==> src/rtl/set_assoc_branch_target_buffer.sv <==
// N-way set-associative branch target buffer: zero-latency lookup, saturating
// direction counters, true-LRU replacement, synchronous flush and async reset.
module set_assoc_branch_target_buffer #(
    parameter int ADDR_W    = 32,
    parameter int SETS_LOG2 = 4,
    parameter int WAYS      = 2,
    parameter int CTR_W     = 2
) (
    input  logic              btb_clk,
    input  logic              btb_reset,
    input  logic              btb_flush,
    input  logic [ADDR_W-1:0] btb_pc,
    output logic              btb_hit,
    output logic              btb_valid_prediction,
    output logic [ADDR_W-1:0] btb_target,
    input  logic              btb_write,
    input  logic [ADDR_W-1:0] btb_new_pc,
    input  logic              btb_branch_taken,
    input  logic [ADDR_W-1:0] btb_data
);

    localparam int SETS  = 1 << SETS_LOG2;
    localparam int TAG_W = ADDR_W - SETS_LOG2 - 2;
    // A single-way table still keeps a 1-bit age field that is permanently 0.
    localparam int WAY_W = (WAYS > 1) ? $clog2(WAYS) : 1;
    localparam logic [WAY_W-1:0] AGE_OLDEST = WAY_W'(WAYS - 1);
    localparam logic [CTR_W-1:0] CTR_MAX    = {CTR_W{1'b1}};
    localparam logic [CTR_W-1:0] CTR_WEAK   = CTR_W'(32'd1 << (CTR_W - 1));

    logic              valid_r  [SETS][WAYS];
    logic [TAG_W-1:0]  tag_r    [SETS][WAYS];
    logic [ADDR_W-1:0] target_r [SETS][WAYS];
    logic [CTR_W-1:0]  ctr_r    [SETS][WAYS];
    logic [WAY_W-1:0]  age_r    [SETS][WAYS];

    logic [SETS_LOG2-1:0] rd_idx_s;
    logic [TAG_W-1:0]     rd_tag_s;
    logic                 rd_hit_s;
    logic [WAY_W-1:0]     rd_way_s;

    logic [SETS_LOG2-1:0] wr_idx_s;
    logic [TAG_W-1:0]     wr_tag_s;
    logic                 wr_hit_s;
    logic [WAY_W-1:0]     wr_hit_way_s;
    logic                 wr_inv_found_s;
    logic [WAY_W-1:0]     wr_inv_way_s;
    logic [WAY_W-1:0]     wr_victim_s;
    logic [WAY_W-1:0]     wr_way_s;
    logic                 wr_touch_s;
    logic [CTR_W-1:0]     ctr_old_s;
    logic [CTR_W-1:0]     ctr_next_s;
    logic [ADDR_W-1:0]    target_next_s;
    logic [WAY_W-1:0]     age_next_s [WAYS];

    assign rd_idx_s = btb_pc[SETS_LOG2+1:2];
    assign rd_tag_s = btb_pc[ADDR_W-1:SETS_LOG2+2];
    assign wr_idx_s = btb_new_pc[SETS_LOG2+1:2];
    assign wr_tag_s = btb_new_pc[ADDR_W-1:SETS_LOG2+2];

    // Lookup tag match; scanning downwards lets the lowest matching way win.
    always_comb begin
        rd_hit_s = 1'b0;
        rd_way_s = '0;
        for (int w = WAYS - 1; w >= 0; w--) begin
            if (valid_r[rd_idx_s][w] && (tag_r[rd_idx_s][w] == rd_tag_s)) begin
                rd_hit_s = 1'b1;
                rd_way_s = WAY_W'(w);
            end else begin
                rd_hit_s = rd_hit_s;
            end
        end
    end

    assign btb_hit              = rd_hit_s;
    assign btb_valid_prediction = rd_hit_s & ctr_r[rd_idx_s][rd_way_s][CTR_W-1];
    assign btb_target           = rd_hit_s ? target_r[rd_idx_s][rd_way_s] : {ADDR_W{1'b0}};

    // Update-side hit, lowest invalid way, and LRU victim of the written set.
    always_comb begin
        wr_hit_s       = 1'b0;
        wr_hit_way_s   = '0;
        wr_inv_found_s = 1'b0;
        wr_inv_way_s   = '0;
        wr_victim_s    = '0;
        for (int w = WAYS - 1; w >= 0; w--) begin
            if (valid_r[wr_idx_s][w] && (tag_r[wr_idx_s][w] == wr_tag_s)) begin
                wr_hit_s     = 1'b1;
                wr_hit_way_s = WAY_W'(w);
            end else begin
                wr_hit_s = wr_hit_s;
            end
            if (!valid_r[wr_idx_s][w]) begin
                wr_inv_found_s = 1'b1;
                wr_inv_way_s   = WAY_W'(w);
            end else begin
                wr_inv_found_s = wr_inv_found_s;
            end
            if (age_r[wr_idx_s][w] == AGE_OLDEST) begin
                wr_victim_s = WAY_W'(w);
            end else begin
                wr_victim_s = wr_victim_s;
            end
        end
    end

    // Choose the written way and compute its next counter, target and set ages.
    always_comb begin
        wr_touch_s = btb_write & (wr_hit_s | btb_branch_taken);
        if (wr_hit_s) begin
            wr_way_s = wr_hit_way_s;
        end else if (wr_inv_found_s) begin
            wr_way_s = wr_inv_way_s;
        end else begin
            wr_way_s = wr_victim_s;
        end
        ctr_old_s = ctr_r[wr_idx_s][wr_way_s];
        if (!wr_hit_s) begin
            ctr_next_s = CTR_WEAK;
        end else if (btb_branch_taken) begin
            ctr_next_s = (ctr_old_s == CTR_MAX) ? ctr_old_s : ctr_old_s + CTR_W'(1);
        end else begin
            ctr_next_s = (ctr_old_s == {CTR_W{1'b0}}) ? ctr_old_s : ctr_old_s - CTR_W'(1);
        end
        target_next_s = btb_branch_taken ? btb_data : target_r[wr_idx_s][wr_way_s];
        for (int v = 0; v < WAYS; v++) begin
            if (WAY_W'(v) == wr_way_s) begin
                age_next_s[v] = '0;
            end else if (age_r[wr_idx_s][v] < age_r[wr_idx_s][wr_way_s]) begin
                age_next_s[v] = age_r[wr_idx_s][v] + WAY_W'(1);
            end else begin
                age_next_s[v] = age_r[wr_idx_s][v];
            end
        end
    end

    // Table state: async reset, flush beats write, then resolved-branch update.
    always_ff @(posedge btb_clk or posedge btb_reset) begin
        if (btb_reset) begin
            for (int s = 0; s < SETS; s++) begin
                for (int w = 0; w < WAYS; w++) begin
                    valid_r[s][w]  <= 1'b0;
                    tag_r[s][w]    <= '0;
                    target_r[s][w] <= '0;
                    ctr_r[s][w]    <= '0;
                    age_r[s][w]    <= WAY_W'(w);
                end
            end
        end else if (btb_flush) begin
            for (int s = 0; s < SETS; s++) begin
                for (int w = 0; w < WAYS; w++) begin
                    valid_r[s][w]  <= 1'b0;
                    tag_r[s][w]    <= '0;
                    target_r[s][w] <= '0;
                    ctr_r[s][w]    <= '0;
                    age_r[s][w]    <= WAY_W'(w);
                end
            end
        end else if (wr_touch_s) begin
            valid_r[wr_idx_s][wr_way_s]  <= 1'b1;
            tag_r[wr_idx_s][wr_way_s]    <= wr_tag_s;
            target_r[wr_idx_s][wr_way_s] <= target_next_s;
            ctr_r[wr_idx_s][wr_way_s]    <= ctr_next_s;
            for (int v = 0; v < WAYS; v++) begin
                age_r[wr_idx_s][v] <= age_next_s[v];
            end
        end
    end

endmodule

==> config.mk <==
export PLATFORM = sky130hd
export DESIGN_NAME = set_assoc_branch_target_buffer
export DESIGN_NICKNAME = d
export VERILOG_FILES = /design/src/rtl/set_assoc_branch_target_buffer.sv
export SDC_FILE = /design/constraint.sdc
export NUM_CORES = 2
export LEC_CHECK = 0
export CAP_MARGIN = 25
export CORE_MARGIN = 1
export CORE_UTILIZATION = 50
export CTS_CLUSTER_DIAMETER = 100
export DETAILED_ROUTE_END_ITERATION = 12
export PLACE_DENSITY_LB_ADDON = 0.3
export RECOVER_POWER = 25
export SYNTH_ARGS = -nofsm -noshare
export SYNTH_HDL_FRONTEND = slang
export SYNTH_SLANG_ARGS = --single-unit
==> constraint.sdc <==
create_clock -name btb_clk -period 59.1 [get_ports btb_clk]
set_input_delay 5.91 -clock btb_clk [delete_from_list [all_inputs] [get_ports btb_clk]]
set_output_delay 5.91 -clock btb_clk [all_outputs]
set_load 0.005 [all_outputs]
==> impl_metrics.yaml <==
floorplanning:
  die_h_um: 468
  dieArea_um2: 219000
  fp.dieW_um: 468
  io_pins: 135
  coreArea_um2: 215000
  std_cell_rows: 170
  initial_core_util_pct: 50.5
worst_setup_path:
  required_ns: 57.89
  path_cells: "dlygate4sd3_1 > clkinvlp_2 > clkbuf_1 > clkbuf_1 > clkbuf_1 > clkbuf_1"
  critPathKind: "in -> async"
  critPathMaxFanout: 166
  cp_common_cell: "clkbuf_1"
  start_kind: "input port"
  r2r_cells: 14
  r2r_start: "valid_r[10]"
  cp.buffers_inverters: 6
  crit_family: "buffers and inverters"
  cp.arrival_ns: 19.74
  critPathCaptureType: "asynchronous set/reset pin"
  cp_slowest_stage_delay_ns: 6.34
  rrSetupSlack_ns: 51.96
  r2r-end: "tag_r[406]"
  slowest_stage: "clkbuf_1"
place:
  numPlacedInstances: 10500
  place.gp.congestion: 0.961
  dp_hpwl_um: 234000
  port_buffers: 130
grt:
  grt_pass1_vias: 84800
  grt_max_degree: 167
  groute.usage.overall_pct: 38.4
  grt-ovfl-total: 0
  antenna_found_initial: 9
  grt_pass1_wl_um: 610000
yosys:
  synth-seq-area-share_pct: 45.7
  synthCells: 8219
  synth_edf_count: 0
  yosysMostFrequentCell: "dfrtp_1"
  async_flop_share_pct: 100
  yosys.area.top_type: "dfrtp_1"
  syn_nets: 8320
  synthTopCellsByArea: "dfrtp_1, mux4_2, o2bb2ai_1, mux2i_1, a22o_1"
  syn_area_per_cell_um2: 13.2
  synth_warnings: 0
  netlist_top_cells_count: "dfrtp_1, mux4_2, o2bb2ai_1"
  ys_ff_latch: 1984
  netlist_area_um2: 109000
  ys_types: 98
  synth_top_area_share_pct: 45.3
  ys.flop_type: "dfrtp_1"
power_and_ir_drop:
  peakVddDrop_uv: 29.3
  power-per-cell-area_nw_per_um2: 25.5
  leakage_nw: 48.7
  total_power_mw: 3.04
timing:
  finalClockSkew_ns: 0.0622
  slew_violations: 1156
  timing.final.crit_share_pct: 35.5
  setup_tns_ns: 0
  slew_headroom_pct: -488
  final.min_clock_period_ns: 20.95
  hold_violations: 0
  max_freq_mhz: 47.7
  finalSetupViolCount: 0
  rsz0062_at_grt: "no"
  worst_pin_slew_ns: 8.82
cts:
  clockRootBuffer: "clkbuf_16"
  clock_path_buffers: 3
  htree_levels: 4
  numClockSinks: 1984
  cts_setup_buffers: 0
  path_clk_slew_ns: 0.06
  cts_tree: "built"
  hold_buffers: 0
  numCtsBuffers: 212
  cts_resized: 0
  clkLatencyLatePin_ns: 0.92
final_layout:
  syn2layout_area_growth_pct: 9.74
  instances_no_fill: 10900
  fin_nets: 7947
  layout-drive-gt1-share_pct: 26.5
drt:
  routed_wl_um: 422000
  firstDrtPassIters: 9
  drt_iter0_markers: 13900
  wl_per_cell_um: 38.8
  ant_nets: 0
  drcViolationCount: 0
  routed_via_density: 7.85
  vias: 85300
outcome:
  status: "complete, but fails checks"
  violations: "max-capacitance violations, max-slew violations"
hold_path:
  hp-class: "reg -> reg"
  whs_path_depth: 1
  hold_start: "ctr_r[12]"
  holdPathEnd: "ctr_r[12]"
run:
  drv_cap: 16
## cell type report
type                    count  area, um^2
fillers                 17100       95900
multi-input cells        5113       54600
flip-flops and latches   1984       49700
clock buffers             308        6250
repair buffers            440        3950
well taps                2838        3550
clock inverters            86         916
inverters                  95         373
diodes                      6        15.0
## logic make-up (layout without fill, tap and decap cells)
kind of cell | after synthesis | in the layout | synth area share [%]
buffers and inverters | 1122 | 929 | 4.76
muxes | 1616 | 1616 | 27.3
other | 0 | 6 | 0
adders and majority gates | 3 | 3 | 0.0276
DFF | 1984 | 1984 | 45.7
AOI/OAI and AO/OA | 2208 | 2208 | 16.2
xor gates and xnor gates | 94 | 94 | 0.757
and+or+nand+nor | 1192 | 1192 | 5.24
## routing by layer
layer | up-vias | track usage [%] | wire length (um)
met1 | 44100 | 49.7 | 146000
met4 | 8 | 24.0 | 31900
met5 | - | 0 | 57
met2 | 7851 | 54.1 | 180000
li1 | 31600 | - | -
met3 | 1832 | 15.1 | 63800
## metrics by stage
step	util [%]	setup slack, ns	hold slack, ns	instance area, um^2
finish	55.4	38.15	0.488	119000
global route	55.4	35.31	0.500	119000
CTS	55.3	40.99	0.490	119000
detailed placement	52.0	41.00	0.473	112000
global placement	52.0	41.07	0.466	112000
floorplan	-	25.66	0.451	109000
## sequential cells by signal, indices dropped and copies added, names as in the netlist
signal and cells:
valid_r 32, ctr_r 64, age_r 32, target_r 1024, tag_r 832
## cell usage in the layout, fill, tap and decap left out, types with 22 or more instances in the layout
cell type	count
nand2b_1	57
a22o_1	452
o21ai_0	158
mux4_2	1073
xor2_1	22
nand3b_1	33
nand2_1	413
clkinv_2	52
a21oi_1	162
nand3_1	146
o2bb2ai_2	120
o22ai_1	410
clkbuf_16	215
mux2_2	61
o2bb2ai_1	571
a21boi_0	32
a31o_2	34
nor3_1	31
dfrtp_1	1968
o211ai_1	24
mux2i_1	481
o22ai_2	32
clkbuf_1	61
a22oi_1	57
clkbuf_8	57
xnor2_1	72
clkdlybuf4s50_1	117
nor2_1	350
inv_1	89
buf_4	264
## report_power, final
| group | internal (mW) | leakage, nW | switching, mW |
|---|---|---|---|
| clock network | 0.786 | 3.55 | 0.601 |
| logic | 0.0727 | 17.5 | 0.216 |
| registers | 1.36 | 27.6 | 0.00433 |
## worst max-delay path by stage
stage,startpoint,to,slack [ns],cells after the start
6_report,btb_reset,target_r[674],38.15,6
5_1_grt,btb_reset,target_r[546],35.31,6
4_1_cts,btb_pc[2],btb_target[27],40.99,13
3_5_place_dp,btb_pc[2],btb_target[27],41.00,13
3_3_place_gp,btb_pc[2],btb_target[27],41.07,13
2_1_floorplan,btb_reset,age_r[11],25.66,1
Power figures use the tool's default switching activity.
==> RTL edit, RTL diff (same flow settings) <==
Set the parameter `ADDR_W` to 16 (it was 32).
--- a/src/rtl/set_assoc_branch_target_buffer.sv
+++ b/src/rtl/set_assoc_branch_target_buffer.sv
@@ -1,7 +1,7 @@
 // N-way set-associative branch target buffer: zero-latency lookup, saturating
 // direction counters, true-LRU replacement, synchronous flush and async reset.
 module set_assoc_branch_target_buffer #(
-    parameter int ADDR_W    = 32,
+    parameter int ADDR_W    = 16,
     parameter int SETS_LOG2 = 4,
     parameter int WAYS      = 2,
     parameter int CTR_W     = 2
Ports: changed (resized btb_data, btb_new_pc, btb_pc and btb_target); port bits go from 135 to 71. The function was not compared with the original's and may differ.
==> RTL edit against the unedited design <==
The run still ends with capacitance limit, slew limit left. Setup slack improved by 3.0 ns. First-iteration DRC count decreased by 51%. Wire length decreased by 53%. Non-clock buffer count decreased by 211. Combinational power decreased by 51%. Final area decreased by 50%. Sequential cell count decreased by 1024. Critical path depth increased by 6. Power decreased by 52%. Register-to-register slack improved by 1.4 ns. Count of clock-buffer cells in the layout decreased by 159. Worst hold slack improved by 0.0024 ns. Area after synthesis decreased by 50%. Highest routed layer unchanged.
==> RTL edit: results (changes against the unedited design) <==
Clocking
  – CTS H-Tree Depth: 3 (-1)

Outcome
  – Failing checks: capacitance limit, slew limit
  – Status: finished with violations

Synthesis
  – Sequential share of the synthesized area: 0.4442 (-0.01255)
  – Synth unique cells: 79 (-19%)

Route
  – Met1 Wirelength: 72170 µm (-51%)
  – Pre-antenna DRT Iters: 7 (-2)
  – Via count: 43790 (-49%)
  – DRT iter0 DRCs: 6807 (-51%)
  – Metal2 WL: 87290 µm (-51%)
  – Final WL: 199800 µm (-53%)

Worst setup path
  – Worst Setup SP: btb_pc[3]
  – Largest fanout on the critical path: 91 (-45%)
  – CP Capture Point: btb_target[6]
  – WP data arrival: 12.04 ns (-7.70 ns)
  – RR Startpoint: tag_r[5]

Placement
  – GPL Wtd Cong: 0.9078 (-5.5%)
  – Post-DP Area: 0.05580 mm² (-50%)

Pwr
  – Leak: 24.20 nW (-50%)
  – Peak supply drop: 24.46 µV (-16%)

Job
  – Max-Cap Viols: 5 (-11)

Finish
  – Ratio of cells with drive above 1 in the final layout: 0.2420 (-0.02302)
  – Largest registers: target_r x512, tag_r x320, ctr_r x64

Global routing
  – Vias in the first global route: 42770 (-50%)

Timing
  – Slew Viols, Final: 491 (-58%)
## RTL edit: kinds of logic (layout without fill, tap and decap cells)
| family | Yosys count | after routing | synth area share |
|---|---|---|---|
| other cells | 0 | 1 | 0 |
| buf+inv | 569 | 455 | 0.04605 |
| simple gates | 611 | 611 | 0.05629 |
| fa+ha+maj | 4 | 4 | 0.0007398 |
| xor+xnor | 40 | 40 | 0.006473 |
| flops | 960 | 960 | 0.4442 |
| mux | 728 | 728 | 0.2557 |
| compound gates | 1479 | 1479 | 0.1905 |
## RTL edit: cell type report
type                            count  area [µm²]  share of cell area
Multi-Input combinational cell   2862       27930              0.4701
Sequential cell                   960       24040              0.4047
Clock buffer                      149        3049             0.05132
Timing Repair Buffer              229        2077             0.03496
Tap cell                         1403        1755             0.02954
Clock inverter                     41       414.1            0.006970
Inverter                           36       143.9            0.002422
Antenna cell                        1       2.502          0.00004212
## RTL edit: metrics by stage
step                cells  utilization  setup slack [ns]
floorplan            4391            -             26.21
global placement     5475       0.5197             41.46
detailed placement   5479       0.5205             41.47
CTS                  5669       0.5528             41.47
global route         5681       0.5542             38.97
finish               5681       0.5542             41.15
## RTL edit: metal layers
| layer | up-vias | GRT usage |
|---|---|---|
| met1 | 22540 | 0.4898 |
| met5 | - | 0 |
| met2 | 3554 | 0.5251 |
| met4 | 6 | 0.2056 |
| li1 | 16890 | - |
| met3 | 801 | 0.1163 |
## RTL edit: where the power goes
group	internal [mW]	switching [mW]
combinational	0.0361	0.105
sequential	0.660	0.00208
clock	0.387	0.284
## RTL edit: critical path, delay by kind of cell
| kind | cells | cell delay (ns) |
|---|---|---|
| muxes | 3 | 1.62 |
| xor gates and xnor gates | 1 | 0.22 |
| buffers and inverters | 5 | 3.33 |
| and+or+nand+nor | 3 | 0.77 |
